File: src/rtl/rtc_pkg.sv
// Shared types and constants for the RTC access scheduler: state encoding,
// index width and the fixed index-to-RTC-address map.
package rtc_pkg;

  localparam int unsigned N_ENTRIES = 11;
  localparam int unsigned IDX_W     = 4;

  typedef logic [IDX_W-1:0] idx_t;

  typedef enum logic [1:0] {
    StIdle,
    StLookup,
    StAccess,
    StComplete
  } state_e;

  localparam logic [7:0] ADDR_IDX0  = 8'h00;
  localparam logic [7:0] ADDR_IDX1  = 8'h64;
  localparam logic [7:0] ADDR_IDX2  = 8'h65;
  localparam logic [7:0] ADDR_IDX3  = 8'h66;
  localparam logic [7:0] ADDR_IDX4  = 8'h67;
  localparam logic [7:0] ADDR_IDX5  = 8'h33;
  localparam logic [7:0] ADDR_IDX6  = 8'h34;
  localparam logic [7:0] ADDR_IDX7  = 8'h35;
  localparam logic [7:0] ADDR_IDX8  = 8'h36;
  localparam logic [7:0] ADDR_IDX9  = 8'h37;
  localparam logic [7:0] ADDR_IDX10 = 8'h38;

  localparam idx_t SWEEP_FIRST = 4'd1;
  localparam idx_t SWEEP_LAST  = 4'd10;

  function automatic logic [7:0] idx_to_addr(input idx_t idx);
    logic [7:0] addr;
    case (idx)
      4'd0:    addr = ADDR_IDX0;
      4'd1:    addr = ADDR_IDX1;
      4'd2:    addr = ADDR_IDX2;
      4'd3:    addr = ADDR_IDX3;
      4'd4:    addr = ADDR_IDX4;
      4'd5:    addr = ADDR_IDX5;
      4'd6:    addr = ADDR_IDX6;
      4'd7:    addr = ADDR_IDX7;
      4'd8:    addr = ADDR_IDX8;
      4'd9:    addr = ADDR_IDX9;
      4'd10:   addr = ADDR_IDX10;
      default: addr = 8'h00;
    endcase
    return addr;
  endfunction

endpackage

File: src/rtl/rtc_access_scheduler_if.sv
// User-side request/result signals and the RTC req/ack bus, bundled for the scheduler.
interface rtc_access_scheduler_if;
  import rtc_pkg::*;

  logic       tick;
  logic       wr_req;
  idx_t       wr_idx;
  logic [7:0] wr_data;
  logic       wr_ready;
  logic       wr_done;
  logic       err;
  idx_t       rd_idx;
  logic [7:0] rd_data;
  logic       rd_valid;
  logic       sweep_done;
  logic       busy;
  logic       bus_req;
  logic       bus_we;
  logic [7:0] bus_addr;
  logic [7:0] bus_wdata;
  logic       bus_ack;
  logic [7:0] bus_rdata;

  modport slave (
    input  tick, wr_req, wr_idx, wr_data, bus_ack, bus_rdata,
    output wr_ready, wr_done, err, rd_idx, rd_data, rd_valid, sweep_done, busy,
    output bus_req, bus_we, bus_addr, bus_wdata
  );

  modport master (
    output tick, wr_req, wr_idx, wr_data, bus_ack, bus_rdata,
    input  wr_ready, wr_done, err, rd_idx, rd_data, rd_valid, sweep_done, busy,
    input  bus_req, bus_we, bus_addr, bus_wdata
  );

endinterface

File: src/rtl/rtc_addr_lut.sv
// Registered index-to-RTC-address lookup; one cycle of latency, unknown indices map to 00.
module rtc_addr_lut
  import rtc_pkg::*;
(
  input  logic       clk_i,
  input  logic       rst_ni,
  input  idx_t       idx_i,
  output logic [7:0] addr_o
);

  logic [7:0] addr_q;

  always_ff @(posedge clk_i or negedge rst_ni) begin
    if (!rst_ni) begin
      addr_q <= 8'h00;
    end else begin
      addr_q <= idx_to_addr(idx_i);
    end
  end

  assign addr_o = addr_q;

endmodule

File: src/rtl/rtc_access_scheduler.sv
// Sequences RTC bus accesses: periodic read sweep of indices 1..10 with user writes
// slotted in between transactions, one req/ack transaction at a time.
module rtc_access_scheduler
  import rtc_pkg::*;
#(
  parameter int unsigned TIMEOUT = 255
) (
  input  logic                  clk_i,
  input  logic                  rst_ni,
  rtc_access_scheduler_if.slave sched_io
);

  localparam int unsigned CntW = $clog2(TIMEOUT + 1);

  state_e          state_q, state_d;
  idx_t            cur_idx_q, cur_idx_d;
  idx_t            txn_idx_q, txn_idx_d;
  logic            txn_we_q, txn_we_d;
  logic            sweep_pend_q, sweep_pend_d;
  logic            wr_pend_q, wr_pend_d;
  idx_t            wr_idx_q, wr_idx_d;
  logic [7:0]      wr_data_q, wr_data_d;
  logic [CntW-1:0] cnt_q, cnt_d;
  logic            bus_req_q, bus_req_d, bus_we_q, bus_we_d;
  logic [7:0]      bus_addr_q, bus_addr_d, bus_wdata_q, bus_wdata_d;
  idx_t            rd_idx_q, rd_idx_d;
  logic [7:0]      rd_data_q, rd_data_d;
  logic            rd_valid_q, rd_valid_d, wr_done_q, wr_done_d;
  logic            err_q, err_d, sweep_done_q, sweep_done_d;
  logic            dispatch;
  logic            txn_end;
  logic [7:0]      lut_addr;

  // Table lookup is driven by the index being dispatched so the address is ready in LOOKUP.
  rtc_addr_lut u_addr_lut (
    .clk_i  (clk_i),
    .rst_ni (rst_ni),
    .idx_i  (txn_idx_d),
    .addr_o (lut_addr)
  );

  always_comb begin
    state_d      = state_q;
    cur_idx_d    = cur_idx_q;
    txn_idx_d    = txn_idx_q;
    txn_we_d     = txn_we_q;
    wr_pend_d    = wr_pend_q;
    wr_idx_d     = wr_idx_q;
    wr_data_d    = wr_data_q;
    cnt_d        = cnt_q;
    bus_req_d    = bus_req_q;
    bus_we_d     = bus_we_q;
    bus_addr_d   = bus_addr_q;
    bus_wdata_d  = bus_wdata_q;
    rd_idx_d     = rd_idx_q;
    rd_data_d    = rd_data_q;
    rd_valid_d   = 1'b0;
    wr_done_d    = 1'b0;
    err_d        = 1'b0;
    sweep_done_d = 1'b0;
    dispatch     = 1'b0;
    txn_end      = 1'b0;
    sweep_pend_d = sweep_pend_q | sched_io.tick;

    if (sched_io.wr_req && !wr_pend_q) begin
      if (sched_io.wr_idx > idx_t'(N_ENTRIES - 1)) begin
        err_d     = 1'b1;
        wr_done_d = 1'b1;
      end else begin
        wr_pend_d = 1'b1;
        wr_idx_d  = sched_io.wr_idx;
        wr_data_d = sched_io.wr_data;
      end
    end

    case (state_q)
      StIdle, StComplete: dispatch = 1'b1;
      StLookup: begin
        state_d     = StAccess;
        bus_req_d   = 1'b1;
        bus_we_d    = txn_we_q;
        bus_addr_d  = lut_addr;
        bus_wdata_d = txn_we_q ? wr_data_q : 8'h00;
        cnt_d       = '0;
      end
      StAccess: begin
        if (sched_io.bus_ack || cnt_q == CntW'(TIMEOUT - 1)) begin
          txn_end   = 1'b1;
          state_d   = StComplete;
          bus_req_d = 1'b0;
        end else begin
          cnt_d = cnt_q + 1'b1;
        end
      end
      default: state_d = StIdle;
    endcase

    // Result pulses and progress are registered on the ACCESS exit, so they show during COMPLETE
    // and COMPLETE dispatches from already-updated pending flags.
    if (txn_end) begin
      if (txn_we_q) begin
        wr_done_d = 1'b1;
        wr_pend_d = 1'b0;
        err_d     = err_d | !sched_io.bus_ack;
      end else begin
        if (sched_io.bus_ack) begin
          rd_valid_d = 1'b1;
          rd_idx_d   = txn_idx_q;
          rd_data_d  = sched_io.bus_rdata;
        end else begin
          err_d = 1'b1;
        end
        if (txn_idx_q == SWEEP_LAST) begin
          cur_idx_d    = SWEEP_FIRST;
          sweep_pend_d = 1'b0;
          sweep_done_d = 1'b1;
        end else begin
          cur_idx_d = txn_idx_q + idx_t'(1);
        end
      end
    end

    if (dispatch) begin
      if (wr_pend_q) begin
        state_d   = StLookup;
        txn_we_d  = 1'b1;
        txn_idx_d = wr_idx_q;
      end else if (sweep_pend_q) begin
        state_d   = StLookup;
        txn_we_d  = 1'b0;
        txn_idx_d = cur_idx_q;
      end else begin
        state_d = StIdle;
      end
    end
  end

  always_ff @(posedge clk_i or negedge rst_ni) begin
    if (!rst_ni) begin
      state_q      <= StIdle;
      cur_idx_q    <= SWEEP_FIRST;
      txn_idx_q    <= '0;
      txn_we_q     <= 1'b0;
      sweep_pend_q <= 1'b0;
      wr_pend_q    <= 1'b0;
      wr_idx_q     <= '0;
      wr_data_q    <= 8'h00;
      cnt_q        <= '0;
      bus_req_q    <= 1'b0;
      bus_we_q     <= 1'b0;
      bus_addr_q   <= 8'h00;
      bus_wdata_q  <= 8'h00;
      rd_idx_q     <= '0;
      rd_data_q    <= 8'h00;
      rd_valid_q   <= 1'b0;
      wr_done_q    <= 1'b0;
      err_q        <= 1'b0;
      sweep_done_q <= 1'b0;
    end else begin
      state_q      <= state_d;
      cur_idx_q    <= cur_idx_d;
      txn_idx_q    <= txn_idx_d;
      txn_we_q     <= txn_we_d;
      sweep_pend_q <= sweep_pend_d;
      wr_pend_q    <= wr_pend_d;
      wr_idx_q     <= wr_idx_d;
      wr_data_q    <= wr_data_d;
      cnt_q        <= cnt_d;
      bus_req_q    <= bus_req_d;
      bus_we_q     <= bus_we_d;
      bus_addr_q   <= bus_addr_d;
      bus_wdata_q  <= bus_wdata_d;
      rd_idx_q     <= rd_idx_d;
      rd_data_q    <= rd_data_d;
      rd_valid_q   <= rd_valid_d;
      wr_done_q    <= wr_done_d;
      err_q        <= err_d;
      sweep_done_q <= sweep_done_d;
    end
  end

  assign sched_io.wr_ready   = !wr_pend_q;
  assign sched_io.wr_done    = wr_done_q;
  assign sched_io.err        = err_q;
  assign sched_io.rd_idx     = rd_idx_q;
  assign sched_io.rd_data    = rd_data_q;
  assign sched_io.rd_valid   = rd_valid_q;
  assign sched_io.sweep_done = sweep_done_q;
  assign sched_io.busy       = (state_q != StIdle);
  assign sched_io.bus_req    = bus_req_q;
  assign sched_io.bus_we     = bus_we_q;
  assign sched_io.bus_addr   = bus_addr_q;
  assign sched_io.bus_wdata  = bus_wdata_q;

endmodule

File: src/flat_wrapper.sv
// flat-port wrapper written by rule: the top's interface ports become plain ports
module rtc_access_scheduler_flat import rtc_pkg::*;
#(
  parameter int unsigned TIMEOUT = 255
)
  (clk_i, rst_ni, sched_io_tick, sched_io_wr_req, sched_io_wr_idx, sched_io_wr_data, sched_io_bus_ack, sched_io_bus_rdata, sched_io_wr_ready, sched_io_wr_done, sched_io_err, sched_io_rd_idx, sched_io_rd_data, sched_io_rd_valid, sched_io_sweep_done, sched_io_busy, sched_io_bus_req, sched_io_bus_we, sched_io_bus_addr, sched_io_bus_wdata);
  rtc_access_scheduler_if sched_io_i ();
  input  logic clk_i;
  input  logic rst_ni;
  input wire logic [$bits(sched_io_i.tick)-1:0] sched_io_tick;
  input wire logic [$bits(sched_io_i.wr_req)-1:0] sched_io_wr_req;
  input wire logic [$bits(sched_io_i.wr_idx)-1:0] sched_io_wr_idx;
  input wire logic [$bits(sched_io_i.wr_data)-1:0] sched_io_wr_data;
  input wire logic [$bits(sched_io_i.bus_ack)-1:0] sched_io_bus_ack;
  input wire logic [$bits(sched_io_i.bus_rdata)-1:0] sched_io_bus_rdata;
  output wire logic [$bits(sched_io_i.wr_ready)-1:0] sched_io_wr_ready;
  output wire logic [$bits(sched_io_i.wr_done)-1:0] sched_io_wr_done;
  output wire logic [$bits(sched_io_i.err)-1:0] sched_io_err;
  output wire logic [$bits(sched_io_i.rd_idx)-1:0] sched_io_rd_idx;
  output wire logic [$bits(sched_io_i.rd_data)-1:0] sched_io_rd_data;
  output wire logic [$bits(sched_io_i.rd_valid)-1:0] sched_io_rd_valid;
  output wire logic [$bits(sched_io_i.sweep_done)-1:0] sched_io_sweep_done;
  output wire logic [$bits(sched_io_i.busy)-1:0] sched_io_busy;
  output wire logic [$bits(sched_io_i.bus_req)-1:0] sched_io_bus_req;
  output wire logic [$bits(sched_io_i.bus_we)-1:0] sched_io_bus_we;
  output wire logic [$bits(sched_io_i.bus_addr)-1:0] sched_io_bus_addr;
  output wire logic [$bits(sched_io_i.bus_wdata)-1:0] sched_io_bus_wdata;
  assign sched_io_i.tick = sched_io_tick;
  assign sched_io_i.wr_req = sched_io_wr_req;
  assign sched_io_i.wr_idx = sched_io_wr_idx;
  assign sched_io_i.wr_data = sched_io_wr_data;
  assign sched_io_i.bus_ack = sched_io_bus_ack;
  assign sched_io_i.bus_rdata = sched_io_bus_rdata;
  assign sched_io_wr_ready = sched_io_i.wr_ready;
  assign sched_io_wr_done = sched_io_i.wr_done;
  assign sched_io_err = sched_io_i.err;
  assign sched_io_rd_idx = sched_io_i.rd_idx;
  assign sched_io_rd_data = sched_io_i.rd_data;
  assign sched_io_rd_valid = sched_io_i.rd_valid;
  assign sched_io_sweep_done = sched_io_i.sweep_done;
  assign sched_io_busy = sched_io_i.busy;
  assign sched_io_bus_req = sched_io_i.bus_req;
  assign sched_io_bus_we = sched_io_i.bus_we;
  assign sched_io_bus_addr = sched_io_i.bus_addr;
  assign sched_io_bus_wdata = sched_io_i.bus_wdata;
  rtc_access_scheduler #(.TIMEOUT(TIMEOUT)) u_core (.clk_i(clk_i), .rst_ni(rst_ni), .sched_io(sched_io_i));
endmodule
File: config.mk
export PLATFORM = sky130hd
export DESIGN_NAME = rtc_access_scheduler_flat
export DESIGN_NICKNAME = d
export VERILOG_FILES = /design/src/rtl/rtc_pkg.sv /design/src/rtl/rtc_access_scheduler_if.sv /design/src/rtl/rtc_addr_lut.sv /design/src/rtl/rtc_access_scheduler.sv /design/src/flat_wrapper.sv
export SDC_FILE = /design/constraint.sdc
export NUM_CORES = 1
export LEC_CHECK = 0
export ABC_AREA = 1
export BUFFER_PORTS_ARGS = -buffer_cell sky130_fd_sc_hd__buf_2
export CELL_PAD_IN_SITES_DETAIL_PLACEMENT = 1
export CELL_PAD_IN_SITES_GLOBAL_PLACEMENT = 2
export CORE_ASPECT_RATIO = 2
export CORE_UTILIZATION = 30
export CTS_CLUSTER_DIAMETER = 120
export CTS_CLUSTER_SIZE = 24
export DETAILED_ROUTE_END_ITERATION = 10
export PLACE_DENSITY_LB_ADDON = 0.25
export SLEW_MARGIN = 10
export SYNTH_ARGS = -nofsm -noshare
export SYNTH_HDL_FRONTEND = slang
export SYNTH_SLANG_ARGS = --single-unit
File: constraint.sdc
create_clock -name clk_i -period 1.8 [get_ports clk_i]
set_clock_uncertainty 0.15 [all_clocks]
set_input_delay 0.09 -clock clk_i [delete_from_list [all_inputs] [get_ports clk_i]]
set_output_delay 0.09 -clock clk_i [all_outputs]
set_load 0.005 [all_outputs]
==> impl_metrics.csv, run 1 <==
group,metric,value,unit
yosys,synth.largest_area_cell,"dfrtp_1",
setup_path,r2r_start,"u_core.state_q[1]$_DFFE_PN0P_",
yosys,yosysUniqueCellTypes,35,
setup_path,arrival,1850,ps
setup_path,r2r-end,"u_core.u_addr_lut.addr_o[6]$_DFF_PN0_",
layout,fin_nets,483,
layout,ff_latch_area,1830,um2
layout,design_area,4420,um2
global_route,grt_max_degree,74,
sta,rsz0062_at_grt,"true",
yosys,synth_cells,348,
detailed_routing,wl_per_cell,14.2,um
global_route,met2_usage,31.5,%
clock_network,clock-sinks,73,
layout,n_antenna_cell,0,
layout,n_fill_cell,1221,
yosys,synth_edf_count,0,
floorplan,start_util,31.0,%
setup_path,path_delay_family,"simple AND/OR/NAND/NOR gates",
setup_path,worstPathCellList,"inv_2 > ha_4 > inv_6 > nand2_4 > or2_4 > nand3_4 > nand3_2 > nand2_4 > nor2_2",
pwr,power_density,1950,nW/um2
layout,area_growth,39.7,%
yosys,ys_seq_area_share,57.7,%
clock_network,clk_latency,330,ps
setup_path,path_buf_inv,2,
layout,drive_above_1_share,31.9,%
yosys,yosysTopAreaCellShare,56.9,%
yosys,yosysWarningCount,0,
setup_path,cp-startpoint,"u_core.state_q[1]$_DFFE_PN0P_",
sta,min_period,1780,ps
detailed_routing,vias,2655,
clock_network,clockRootBuffer,"clkbuf_16",
detailed_routing,vias_per_cell,4.48,
setup_path,cp_slowest_cell,"dfrtp_1",
yosys,synth_nets,378,
yosys,yosys-top-cells-count,"107 x nand2_1, 72 x dfrtp_1, 38 x inv_1, 29 x o21ai_0, 24 x nand3_1",
global_route,grt_usage,16.8,%
sta,setup_violations,0,
yosys,synthArstFlopShare,100,%
setup_path,crit_top_cell,"nand2_4",
setup_path,critPathRequiredTime,1870,ps
clock_network,cts_buffers,9,
placed_design,gp_congestion,0.769,
detailed_routing,drc,0,
detailed_routing,wirelength,8390,um
hold_path,hold_path_class,"input pin to async pin",
global_route,grtUsageMet3,2.88,%
setup_path,reg2reg_slack,20,ps
floorplan,die_h,147,um
global_route,busiest_layer,"met2",
global_route,grt_remaining_overflow,0,
floorplan,placementRows,52,
sta,fmax,561,MHz
floorplan,dieArea,11000,um2
yosys,synth_area,3170,um2
clock_network,clk_pin_slew,60,ps
floorplan,core_area,10200,um2
yosys,synth_seq_cells,73,
global_route,grtUsageMet1,17.4,%
placed_design,dp.final_hpwl,6020,um
placed_design,pre_cts_ws,-127,ps
sta,min_period_over_period,99.1,%
floorplan,num_io_pins,61,
setup_path,cp-end-kind,"flip-flop",
yosys,netlist_top_cells_area,"dfrtp_1 57%, nand2_1 13%, o21ai_0 4.6%, inv_1 4.5%, nand3_1 3.8%",
clock_network,ctsHtreeMaxLevel,3,
job,maxCapViolCount,0,
status,status,"finished, final reports clean",
global_route,grt_pass1_vias,2718,
setup_path,crit_fanout,8,
pwr,leakage,2.21,nW
yosys,yosysMostFrequentCell,"nand2_1",
sta,whs,192,ps
yosys,syn_area_per_cell,9.10,um2
floorplan,die_w,74.7,um
global_route,grt_pass1_wl,13600,um
layout,fin_util,43.3,%
clock_network,cts_tree,"done",
detailed_routing,ant_nets,0,
layout,multi_input_area,1240,um2
pwr,power,8.64,mW
sta,slew_viol_final,0,
clock_network,clk_path_buf_depth,2,
placed_design,dpl_cell_area,3730,um2
setup_path,ff2ff_path_depth,9,
sta,hold_viol,0,
setup_path,crit_path_max_incr_delay,390,ps
placed_design,io_buffers,59,
yosys,ys.flop_type,"dfrtp_1",
setup_path,worstSetupPathType,"flip-flop to flip-flop",
detailed_routing,dr.pass1.iters,4,
global_route,antenna_found_initial,0,
sta,setup_ws,16.7,ps
detailed_routing,drtIter0Drc,105,
setup_path,start_kind,"flip-flop",
pwr,ir_worst_vdd,0.617,mV
## worst min-delay path, cell delays in order
cell and delay [ps]:
dlygate4sd3_1 520, buf_2 130, buf_12 340
## layer usage
layer | wire (um) | vias to the layer above
li1 | - | 1305
met1 | 3020 | 1286
met2 | 4920 | 46
met3 | 195 | 18
met4 | 258 | 0
met5 | 0 | -
## repair_timing
action                                  4_1_cts  5_1_grt
hold buffers                                 24        0
resized for setup                            10       23
pin swaps                                     2       10
setup buffers                                 0        3
endpoints found under the setup margin        6       19
hold endpoints to repair                     96        0
## worst max path at each step
stage	endpoint	slack, ps	cells past startpoint
final	u_core.u_addr_lut.addr_o[6]$_DFF_PN0_	20	9
after global routing	u_core.u_addr_lut.addr_o[2]$_DFF_PN0_	-70	9
after floorplan	u_core.u_addr_lut.addr_o[2]$_DFF_PN0_	10	10
after global placement	u_core.u_addr_lut.addr_o[2]$_DFF_PN0_	-40	11
after CTS	u_core.u_addr_lut.addr_o[2]$_DFF_PN0_	-10	11
after detailed placement	u_core.u_addr_lut.addr_o[2]$_DFF_PN0_	-130	11
## through the flow
step	std cells	TNS [ps]
2_1_floorplan	348	0
3_3_place_gp	551	-35.8
3_5_place_dp	551	-405
4_1_cts	590	-23.8
5_1_grt	592	-304
6_report	592	0
## registers in the layout (all words and copies together) (netlist names)
name / flops
u_core.cnt_q: 8
u_core.cur_idx_q: 4
u_core.sched_io.bus_addr: 7
u_core.sched_io.bus_req: 1
u_core.sched_io.bus_wdata: 8
u_core.sched_io.bus_we: 1
u_core.sched_io.err: 1
u_core.sched_io.rd_data: 8
u_core.sched_io.rd_idx: 4
u_core.sched_io.rd_valid: 1
u_core.sched_io.sweep_done: 1
u_core.sched_io.wr_done: 1
u_core.state_q: 2
u_core.sweep_pend_q: 1
u_core.txn_idx_q: 4
u_core.txn_we_q: 1
u_core.u_addr_lut.addr_o: 7
u_core.wr_data_q: 8
u_core.wr_idx_q: 4
u_core.wr_pend_q: 1
## cells in the final DEF (no fill, tap or decap), drive strengths merged, types with 4 or more instances in the layout
| cell | n |
|---|---|
| nor2 | 16 |
| a21oi | 4 |
| o22ai | 4 |
| mux2 | 7 |
| o21ai | 33 |
| nand2 | 112 |
| buf | 78 |
| dlygate4sd3 | 24 |
| inv | 43 |
| clkbuf | 10 |
| dfrtp | 72 |
| nand3 | 27 |
| ha | 5 |
## cell families (layout without fill, tap and decap cells)
| family | after synthesis | after routing | synth area share (%) |
|---|---|---|---|
| fa+ha+maj | 5 | 5 | 1.97 |
| mux | 7 | 7 | 2.49 |
| xor+xnor | 4 | 4 | 1.11 |
| compound gates | 43 | 43 | 7.35 |
| other cells | 1 | 1 | 0.118 |
| buf+inv | 52 | 161 | 6.48 |
| simple gates | 163 | 163 | 22.8 |
| flops | 73 | 73 | 57.7 |
## layout make-up
| class | count | area share, % |
|---|---|---|
| Timing Repair Buffer | 102 | 15.6 |
| Tap cell | 135 | 3.82 |
| Clock buffer | 10 | 5.40 |
| Clock inverter | 5 | 1.81 |
| Inverter | 44 | 4.04 |
| Sequential cell | 73 | 41.3 |
| Multi-Input combinational cell | 223 | 28.0 |
## power by group
part	switching (mW)	leakage, nW	internal (mW)
registers	0.399	0.919	2.34
logic	2.35	1.14	1.63
clock network	0.681	0.151	1.24
total	3.43	2.21	5.21
Note: power is estimated with default switching activity, not from simulation.
==> run 2: changes to the inputs <==
Settings changed: PLACE_DENSITY set to 0.79, PLACE_DENSITY_LB_ADDON 0.25 to unset.
==> run 2 against run 1 <==
Cell count increased by 0.17%; via count increased by 2.3%; global-route usage increased by 0.27 points; core utilization shrank 0.23 points; critical endpoint is now u_core.u_addr_lut.addr_o[5]$_DFF_PN0_; worst setup slack better by 1.9 ps; non-clock buffer count increased by 1; routed wire length up 2.2%; die area is the same; count of clock-buffer cells in the layout shrank 1; critical path depth rose by 1; sequential share of layout area increased by 0.22 points.
==> impl_metrics.csv, run 2 (synthesis gave the netlist of run 1 again) <==
group,metric,value,unit
setup_path,worstSetupPathType,"flip-flop to flip-flop",
layout,drive_above_1_share,30.8,%
detailed_routing,ant_nets,0,
setup_path,start_kind,"flip-flop",
layout,fin_cells,593,
layout,fin_nets,484,
clock_network,clk_latency,330,ps
sta,rsz0062_at_grt,"true",
detailed_routing,vias,2717,
status,status,"finished, final reports clean",
global_route,grtUsageMet1,17.3,%
placed_design,dp_cells,550,
hold_path,hold_path_class,"input pin to async pin",
pwr,ir_worst_vdd,0.670,mV
clock_network,cts_buffers,9,
placed_design,gp_congestion,0.762,
detailed_routing,vias_per_cell,4.58,
pwr,leakage,2.20,nW
layout,area_growth,38.9,%
setup_path,critPathRequiredTime,1870,ps
setup_path,ff2ff_path_depth,10,
sta,setup_violations,0,
floorplan,dieArea,11000,um2
clock_network,clockRootBuffer,"clkbuf_16",
detailed_routing,drc,0,
floorplan,placementRows,52,
detailed_routing,dr.pass1.iters,4,
global_route,grt_usage,17.1,%
global_route,grtUsageMet3,2.54,%
placed_design,dp.final_hpwl,6030,um
sta,min_period,1780,ps
detailed_routing,wirelength,8570,um
sta,whs,155,ps
global_route,grt_max_degree,74,
clock_network,cts_tree,"done",
floorplan,die_w,74.7,um
clock_network,clock-sinks,73,
pwr,power,8.46,mW
pwr,power_density,1920,nW/um2
global_route,grt_remaining_overflow,0,
setup_path,arrival,1850,ps
clock_network,ctsHtreeMaxLevel,3,
layout,fin_util,43.1,%
floorplan,start_util,31.0,%
layout,mostFrequentLayoutCells,"104 x nand2_1, 72 x dfrtp_1, 59 x buf_2",
global_route,grt_pass1_vias,2939,
layout,n_antenna_cell,0,
global_route,grt_pass1_wl,14100,um
job,maxCapViolCount,0,
global_route,met2_usage,31.5,%
sta,hold_viol,0,
detailed_routing,wl_per_cell,14.5,um
clock_network,clk_pin_slew,60,ps
layout,mostFrequentLayoutCell,"nand2_1",
floorplan,core_area,10200,um2
global_route,busiest_layer,"met2",
sta,min_period_over_period,99.0,%
detailed_routing,drtIter0Drc,172,
floorplan,die_h,147,um
sta,fmax,561,MHz
setup_path,cp-end-kind,"flip-flop",
floorplan,num_io_pins,61,
sta,slew_viol_final,0,
placed_design,io_buffers,59,
global_route,antenna_found_initial,0,
setup_path,crit_fanout,6,
clock_network,clk_path_buf_depth,2,
[run 2: cell types whose count changed in the layout (fill, tap and decap cells not counted), sizes merged]
cell | previous run | this run
clkbuf | 10 | 9
buf | 78 | 79
clkinv | 1 | 3
bufinv | 2 | 1
[run 2: layout make-up]
| type | count | area [um2] |
|---|---|---|
| clock buffers | 9 | 225 |
| inverters | 44 | 174 |
| fillers | 1233 | 5810 |
| clock inverters | 6 | 70.1 |
| well taps | 135 | 169 |
| multi-input cells | 223 | 1240 |
| repair buffers | 103 | 698 |
| flip-flops and latches | 73 | 1830 |
[run 2: report_power, final]
part	leakage (nW)	switching, mW	internal (mW)
clock network	0.134	0.705	1.07
registers	0.919	0.386	2.34
logic	1.15	2.35	1.61
total	2.20	3.44	5.02
[run 2: worst paths after layout]
path	startpoint	to	slack (ps)
min in group clk_i	u_core.u_addr_lut.addr_o[5]$_DFF_PN0_	u_core.sched_io.bus_addr[5]$_DFFE_PN0N_	320
worst max-delay path	u_core.state_q[1]$_DFFE_PN0P_	u_core.u_addr_lut.addr_o[5]$_DFF_PN0_	20
max in group asynchronous	rst_ni	u_core.cur_idx_q[0]$_DFFE_PN1P_	960
worst max register to register	u_core.state_q[1]$_DFFE_PN0P_	u_core.u_addr_lut.addr_o[5]$_DFF_PN0_	20
worst min register to register	u_core.u_addr_lut.addr_o[5]$_DFF_PN0_	u_core.sched_io.bus_addr[5]$_DFFE_PN0N_	320
worst min-delay path	rst_ni	u_core.sched_io.rd_data[0]$_DFFE_PN0P_	160
[run 2: critical path, stage by stage (launching register included)]
cell and delay, ps:
dfrtp_1 360, inv_2 60, ha_4 280, inv_6 50, buf_4 140, nand3_1 90, o21ai_2 70, nor2_4 240
inv_4 80, nand2_1 90, nand2_1 50
[run 2: timing repair]
action                     4_1_cts  5_1_grt
hold endpoints to repair        96        0
setup endpoints to repair        6       17
hold buffers                    24        0
pin swaps                        4        6
resized for setup               15       13
setup buffers                    1        4
[run 2: routing by layer]
| layer | vias to the layer above | routed length (um) |
|---|---|---|
| met1 | 1347 | 3140 |
| met4 | 0 | 330 |
| met3 | 20 | 168 |
| met2 | 46 | 4940 |
| met5 | - | 0 |
| li1 | 1304 | - |
[run 2: stage by stage]
stage | worst slack [ps] | area, um2 | setup TNS (ps)
2_1_floorplan | 13.7 | 3170 | 0
3_3_place_gp | -20.0 | 3720 | -20.0
3_5_place_dp | -99.3 | 3720 | -291
4_1_cts | 1.92 | 4320 | 0
5_1_grt | -85.4 | 4400 | -421
6_report | 18.6 | 4400 | 0
